[config.mk]
export PLATFORM = sky130hd
export DESIGN_NAME = soc_region_decoder
export DESIGN_NICKNAME = d
export VERILOG_FILES = /design/src/rtl/soc_region_decoder.sv
export SDC_FILE = /design/constraint.sdc
export NUM_CORES = 2
export LEC_CHECK = 0
export BUFFER_PORTS_ARGS = -buffer_cell sky130_fd_sc_hd__buf_2
export CAP_MARGIN = 30
export CELL_PAD_IN_SITES_DETAIL_PLACEMENT = 1
export CELL_PAD_IN_SITES_GLOBAL_PLACEMENT = 2
export CORE_MARGIN = 2
export CORE_UTILIZATION = 25
export DETAILED_ROUTE_END_ITERATION = 6
export PLACE_DENSITY_LB_ADDON = 0.12
export SLEW_MARGIN = 40
export SYNTH_ARGS = -nofsm -noshare
export SYNTH_HDL_FRONTEND = slang
export SYNTH_SLANG_ARGS = --single-unit
[constraint.sdc]
create_clock -name clk_i -period 11.95 [get_ports clk_i]
set_input_delay 0.5975 -clock clk_i [delete_from_list [all_inputs] [get_ports clk_i]]
set_output_delay 0.5975 -clock clk_i [all_outputs]
set_load 0.005 [all_outputs]
[src/rtl/soc_region_decoder.sv]
// Programmable address-region decoder: lowest-index region match, one-cycle registered response,
// lockable region table. SOC_REGION_DECODER_STATS_EN adds a saturating decode-miss counter.
module soc_region_decoder #(
  parameter int unsigned NumRegions = 12,
  parameter int unsigned AddrWidth  = 64,
  parameter logic [NumRegions-1:0][AddrWidth-1:0] RstBase = '0,
  parameter logic [NumRegions-1:0][AddrWidth-1:0] RstLen  = '0,
  parameter logic [NumRegions-1:0][2:0]           RstAttr = '0,
  localparam int unsigned IdxW = (NumRegions > 1) ? $clog2(NumRegions) : 1
) (
  input  logic                 clk_i,
  input  logic                 rst_ni,
  input  logic                 cfg_we_i,
  input  logic [IdxW-1:0]      cfg_idx_i,
  input  logic [AddrWidth-1:0] cfg_base_i,
  input  logic [AddrWidth-1:0] cfg_len_i,
  input  logic [2:0]           cfg_attr_i,
  input  logic                 cfg_lock_i,
  output logic                 cfg_err_o,
  output logic                 locked_o,
  input  logic                 req_valid_i,
  output logic                 req_ready_o,
  input  logic [AddrWidth-1:0] req_addr_i,
  output logic                 rsp_valid_o,
  input  logic                 rsp_ready_i,
  output logic                 rsp_hit_o,
  output logic [IdxW-1:0]      rsp_idx_o,
  output logic [2:0]           rsp_attr_o,
  output logic [15:0]          miss_cnt_o
);

  logic [AddrWidth-1:0] base_q [NumRegions];
  logic [AddrWidth-1:0] len_q  [NumRegions];
  logic [2:0]           attr_q [NumRegions];
  logic                 locked_q, cfg_err_q;

  logic                 rsp_valid_q, rsp_hit_q;
  logic [IdxW-1:0]      rsp_idx_q;
  logic [2:0]           rsp_attr_q;

  logic                  cfg_idx_ok, cfg_wr_ok, cfg_wr_err;
  logic                  req_accept;
  logic [NumRegions-1:0] match;
  logic                  dec_hit;
  logic [IdxW-1:0]       dec_idx;
  logic [2:0]            dec_attr;

  assign cfg_idx_ok = 32'(cfg_idx_i) < NumRegions;
  assign cfg_wr_ok  = cfg_we_i && !locked_q && cfg_idx_ok;
  assign cfg_wr_err = cfg_we_i && (locked_q || !cfg_idx_ok);

  assign req_ready_o = !rsp_valid_q || rsp_ready_i;
  assign req_accept  = req_valid_i && req_ready_o;

  // Offset compare keeps regions ending at the top of the address space from wrapping.
  always_comb begin
    match = '0;
    for (int i = 0; i < NumRegions; i++) begin
      match[i] = (len_q[i] != '0) && (req_addr_i >= base_q[i]) &&
                 ((req_addr_i - base_q[i]) < len_q[i]);
    end
  end

  // Descending scan so the lowest matching index is the one that sticks.
  always_comb begin
    dec_hit  = 1'b0;
    dec_idx  = '0;
    dec_attr = '0;
    for (int i = NumRegions - 1; i >= 0; i--) begin
      if (match[i]) begin
        dec_hit  = 1'b1;
        dec_idx  = IdxW'(i);
        dec_attr = attr_q[i];
      end
    end
  end

  always_ff @(posedge clk_i) begin
    if (!rst_ni) begin
      for (int i = 0; i < NumRegions; i++) begin
        base_q[i] <= RstBase[i];
        len_q[i]  <= RstLen[i];
        attr_q[i] <= RstAttr[i];
      end
      locked_q  <= 1'b0;
      cfg_err_q <= 1'b0;
    end else begin
      for (int i = 0; i < NumRegions; i++) begin
        if (cfg_wr_ok && (cfg_idx_i == IdxW'(i))) begin
          base_q[i] <= cfg_base_i;
          len_q[i]  <= cfg_len_i;
          attr_q[i] <= cfg_attr_i;
        end
      end
      if (cfg_lock_i) begin
        locked_q <= 1'b1;
      end
      cfg_err_q <= cfg_wr_err;
    end
  end

  always_ff @(posedge clk_i) begin
    if (!rst_ni) begin
      rsp_valid_q <= 1'b0;
      rsp_hit_q   <= 1'b0;
      rsp_idx_q   <= '0;
      rsp_attr_q  <= '0;
    end else if (req_accept) begin
      rsp_valid_q <= 1'b1;
      rsp_hit_q   <= dec_hit;
      rsp_idx_q   <= dec_idx;
      rsp_attr_q  <= dec_attr;
    end else if (rsp_ready_i) begin
      rsp_valid_q <= 1'b0;
    end
  end

`ifdef SOC_REGION_DECODER_STATS_EN
  logic [15:0] miss_cnt_q;

  always_ff @(posedge clk_i) begin
    if (!rst_ni) begin
      miss_cnt_q <= '0;
    end else if (req_accept && !dec_hit && (miss_cnt_q != 16'hFFFF)) begin
      miss_cnt_q <= miss_cnt_q + 16'd1;
    end
  end

  assign miss_cnt_o = miss_cnt_q;
`else
  assign miss_cnt_o = '0;
`endif

  assign cfg_err_o   = cfg_err_q;
  assign locked_o    = locked_q;
  assign rsp_valid_o = rsp_valid_q;
  assign rsp_hit_o   = rsp_hit_q;
  assign rsp_idx_o   = rsp_idx_q;
  assign rsp_attr_o  = rsp_attr_q;

endmodule

==> results.md <==
* TritonCTS Buffers at 217
* Reg-to-reg startpoint: base_q[1][203]$_SDFFCE_PN0P_
* DR WL met2 at 245500 um
* Die Height at 693.5 um
* Sequential fraction of the synthesis area at 39.90%
* Max Freq at 121.9 MHz
* Root Buffer Master: clkbuf_16
* Antenna violations before repair at 64
* First-pass GRT wire length at 753000 um
* Initial drt markers at 6041
* Clk slew on worst S/H paths at 70 ps
* Min Tclk post-route at 8205 ps
* Period utilisation layout at 68.66%
* Critical path startpoint: base_q[1][203]$_SDFFCE_PN0P_
* Die Area at 481000 um2
* PwrDens at 134.1 nW/um2
* Critical path's slowest cell: o21ai_0
* Post-synthesis area per instance at 9.182 um2
* Syn Inst Count at 12950
* Synth-to-Final Area Change at 14.92%
* Vias in the first global route at 104700
* Detailed placer's ending HPWL at 437100 um
* Crit path largest cell delay at 730 ps
* Yosys reg bits at 1583
* Overall Global Routing Usage at 21.73%
* IO Count at 233
* CTS max path bufs at 4
* Hold Crit Class: in -> reg
* Post-synth top area share at 39.71%
* Clock sink count at 1583
* Worst-Skew Late Latency at 950 ps
* CP Capture Point: rsp_attr_o[0]$_SDFFE_PN0P_
* Routability congestion estimate at 0.9167
* VDD IR-drop max at 0.1110 mV
* Core area at 474200 um2
* Clock Skew at 59.21 ps
* Post-Route Setup TNS at 0 ps
* Wire per inst at 27.20 um
* Max Transition Viols Final at 0
* R2R setup slack at 3740 ps
* Initial Util at 25.07%
* Pin count of the biggest net entering global routing at 120
* Leakage power at 58.09 nW
* Total gr overflow at 0
* Min setup slack post-route at 3745 ps
* Yosys warning count at 0
* H-tree lvl count at 4
* PostCTS Resize Cnt at 0
* Top FF cell, synth: edfxtp_1
* Final Core Density at 28.80%
* Setup violations, final at 0
* Asr flop ratio synth at 0%
* Fill cell count at 54460
* Seq. cell area at 47430 um2
* Detailed Route WL at 535900 um
* Layout cells sized above 1 at 7.630%
* Cell accounting for the most synthesized area: edfxtp_1
* DP Area at 129000 um2
* Post-CTS repair timing setup buffer count at 0
* Worst slew pin tran at 942.3 ps
* CTS tree: yes
* Status: finished clean
* Worst-path fanout max at 5
* TritonRoute pass-1 iters at 7
* CP arrival at 9100 ps
* RSZ-0062 raised after global routing: false
* CP Launch Type: register
* I/O Buffers at 216
* Worst setup path category: reg -> reg
* NumNets Final at 14980
* R2R depth at 31
* Most frequent cells after synthesis: inv_1 (1880), nor2_1 (1801), edfxtp_1 (1572)
* Via count at 97920
* Die Wd at 693.5 um
* Std cell rows at 253
* Highest Signal Layer: met4
* Critical Path RT at 12850 ps
* Residual DRC count at 0
* Final std cell area, no fill at 136600 um2
* Met3 WL at 16270 um
* Most frequent CP cell: a21o_1
* Slew headroom at 36.60%
* Synthesized area at 118900 um2
* Final hold vios at 0
* Most numerous cell in the Yosys netlist: inv_1
* Area taken by multi-input logic gates at 63720 um2
* Reg2Reg Capture Point: rsp_attr_o[0]$_SDFFE_PN0P_
* DR vias/cell at 4.971
* Max_cap viols at 0
* Hold WS at 235.1 ps
* Antenna Violating Nets Remaining at 0
* Area contributors post-synth: edfxtp_1 (40%), ha_1 (16%), inv_1 (5.9%)
* Metal1 wirelength at 245600 um
* Worst setup EP type: register
* DP Worst Slack at 2730 ps
* Synth cell types at 100
* Number of enable flip-flop cells after synthesis at 1572
[routing by layer]
layer  GRT usage (%)  vias up
met5               0        -
met4           9.765        0
met3           1.605      602
met2           36.07     1763
met1           28.86    49220
li1                -    46340
[power by group]
part / internal [mW] / total, mW / switching [mW]
Clock: 4.09 / 6.89 / 2.81
Sequential: 6.35 / 6.51 / 0.157
Combinational: 1.82 / 4.91 / 3.09
Total: 12.3 / 18.3 / 6.05
[what timing repair did]
action                                  CTS  global route
endpoints found under the setup margin    0             0
hold buffers                              6             0
hold endpoints to repair                  4             0
[cells by family (layout without fill, tap and decap cells)]
group | after synthesis | in the layout | synth area share, %
XOR/XNOR | 705 | 705 | 5.195
AND/OR/NAND/NOR | 3768 | 3768 | 14.59
other | 1 | 47 | 0.003155
multiplexers | 2 | 2 | 0.01684
flip-flops | 1583 | 1583 | 39.90
buffers and inverters | 2291 | 2752 | 7.298
AO/OA/AOI/OAI | 3059 | 3059 | 16.75
adder cells (fa/ha/maj) | 1536 | 1536 | 16.24
[worst max-delay path, delay by kind of cell, from the launching register on]
family / cells / cell delay (ps)
AO/OA/AOI/OAI: 18 / 4970
buffers and inverters: 3 / 490
flip-flops: 1 / 330
adder cells (fa/ha/maj): 2 / 730
AND/OR/NAND/NOR: 8 / 1630
[metrics by stage]
stage               std cells  power [mW]
detailed placement      19260       11.55
global route            19670       19.27
global placement        19260       11.44
floorplan               12960       9.728
CTS                     19660       18.58
finish                  19700       18.31
[how the worst min path moves through the flow]
stage	cells past startpoint	startpoint	end	slack (ps)
3_5_place_dp	2	rsp_idx_o[2]$_SDFFE_PN0P_	rsp_idx_o[2]$_SDFFE_PN0P_	490
6_report	4	cfg_base_i[44]	base_q[1][172]$_SDFFCE_PN0P_	240
2_1_floorplan	2	rsp_idx_o[2]$_SDFFE_PN0P_	rsp_idx_o[2]$_SDFFE_PN0P_	450
3_3_place_gp	2	rsp_idx_o[2]$_SDFFE_PN0P_	rsp_idx_o[2]$_SDFFE_PN0P_	490
4_1_cts	4	cfg_base_i[38]	base_q[1][166]$_SDFFCE_PN0P_	140
5_1_grt	4	cfg_len_i[36]	len_q[1][36]$_SDFFCE_PN0P_	210
[cell type report]
class	instances	share of cell area, %
multi-input cells	9086	46.65
flip-flops and latches	1583	34.72
well taps	6247	5.722
inverters	1880	5.166
clock buffers	254	4.146
repair buffers	473	2.332
clock inverters	145	1.202
diodes	31	0.05679
[flip-flops by register name, summed over array words and instances (netlist names)]
signal / flops
cfg_err_o: 1
base_q: 768
locked_o: 1
attr_q: 36
len_q: 768
rsp_valid_o: 1
rsp_attr_o: 3
rsp_idx_o: 4
rsp_hit_o: 1
[layout by cell type, fill, tap and decap left out, types with 227 or more instances in the layout]
master | synthesis | final
inv_1 | 1880 | 1880
nor2_1 | 1801 | 1801
edfxtp_1 | 1572 | 1572
ha_1 | 1524 | 1524
a21oi_1 | 935 | 934
a21o_1 | 689 | 689
nand2_1 | 619 | 544
o21ai_0 | 490 | 486
xnor2_1 | 478 | 478
nand4_1 | 275 | 275
buf_4 | 16 | 233
xor2_1 | 227 | 227
No activity file was read; power rests on OpenSTA's default activity.
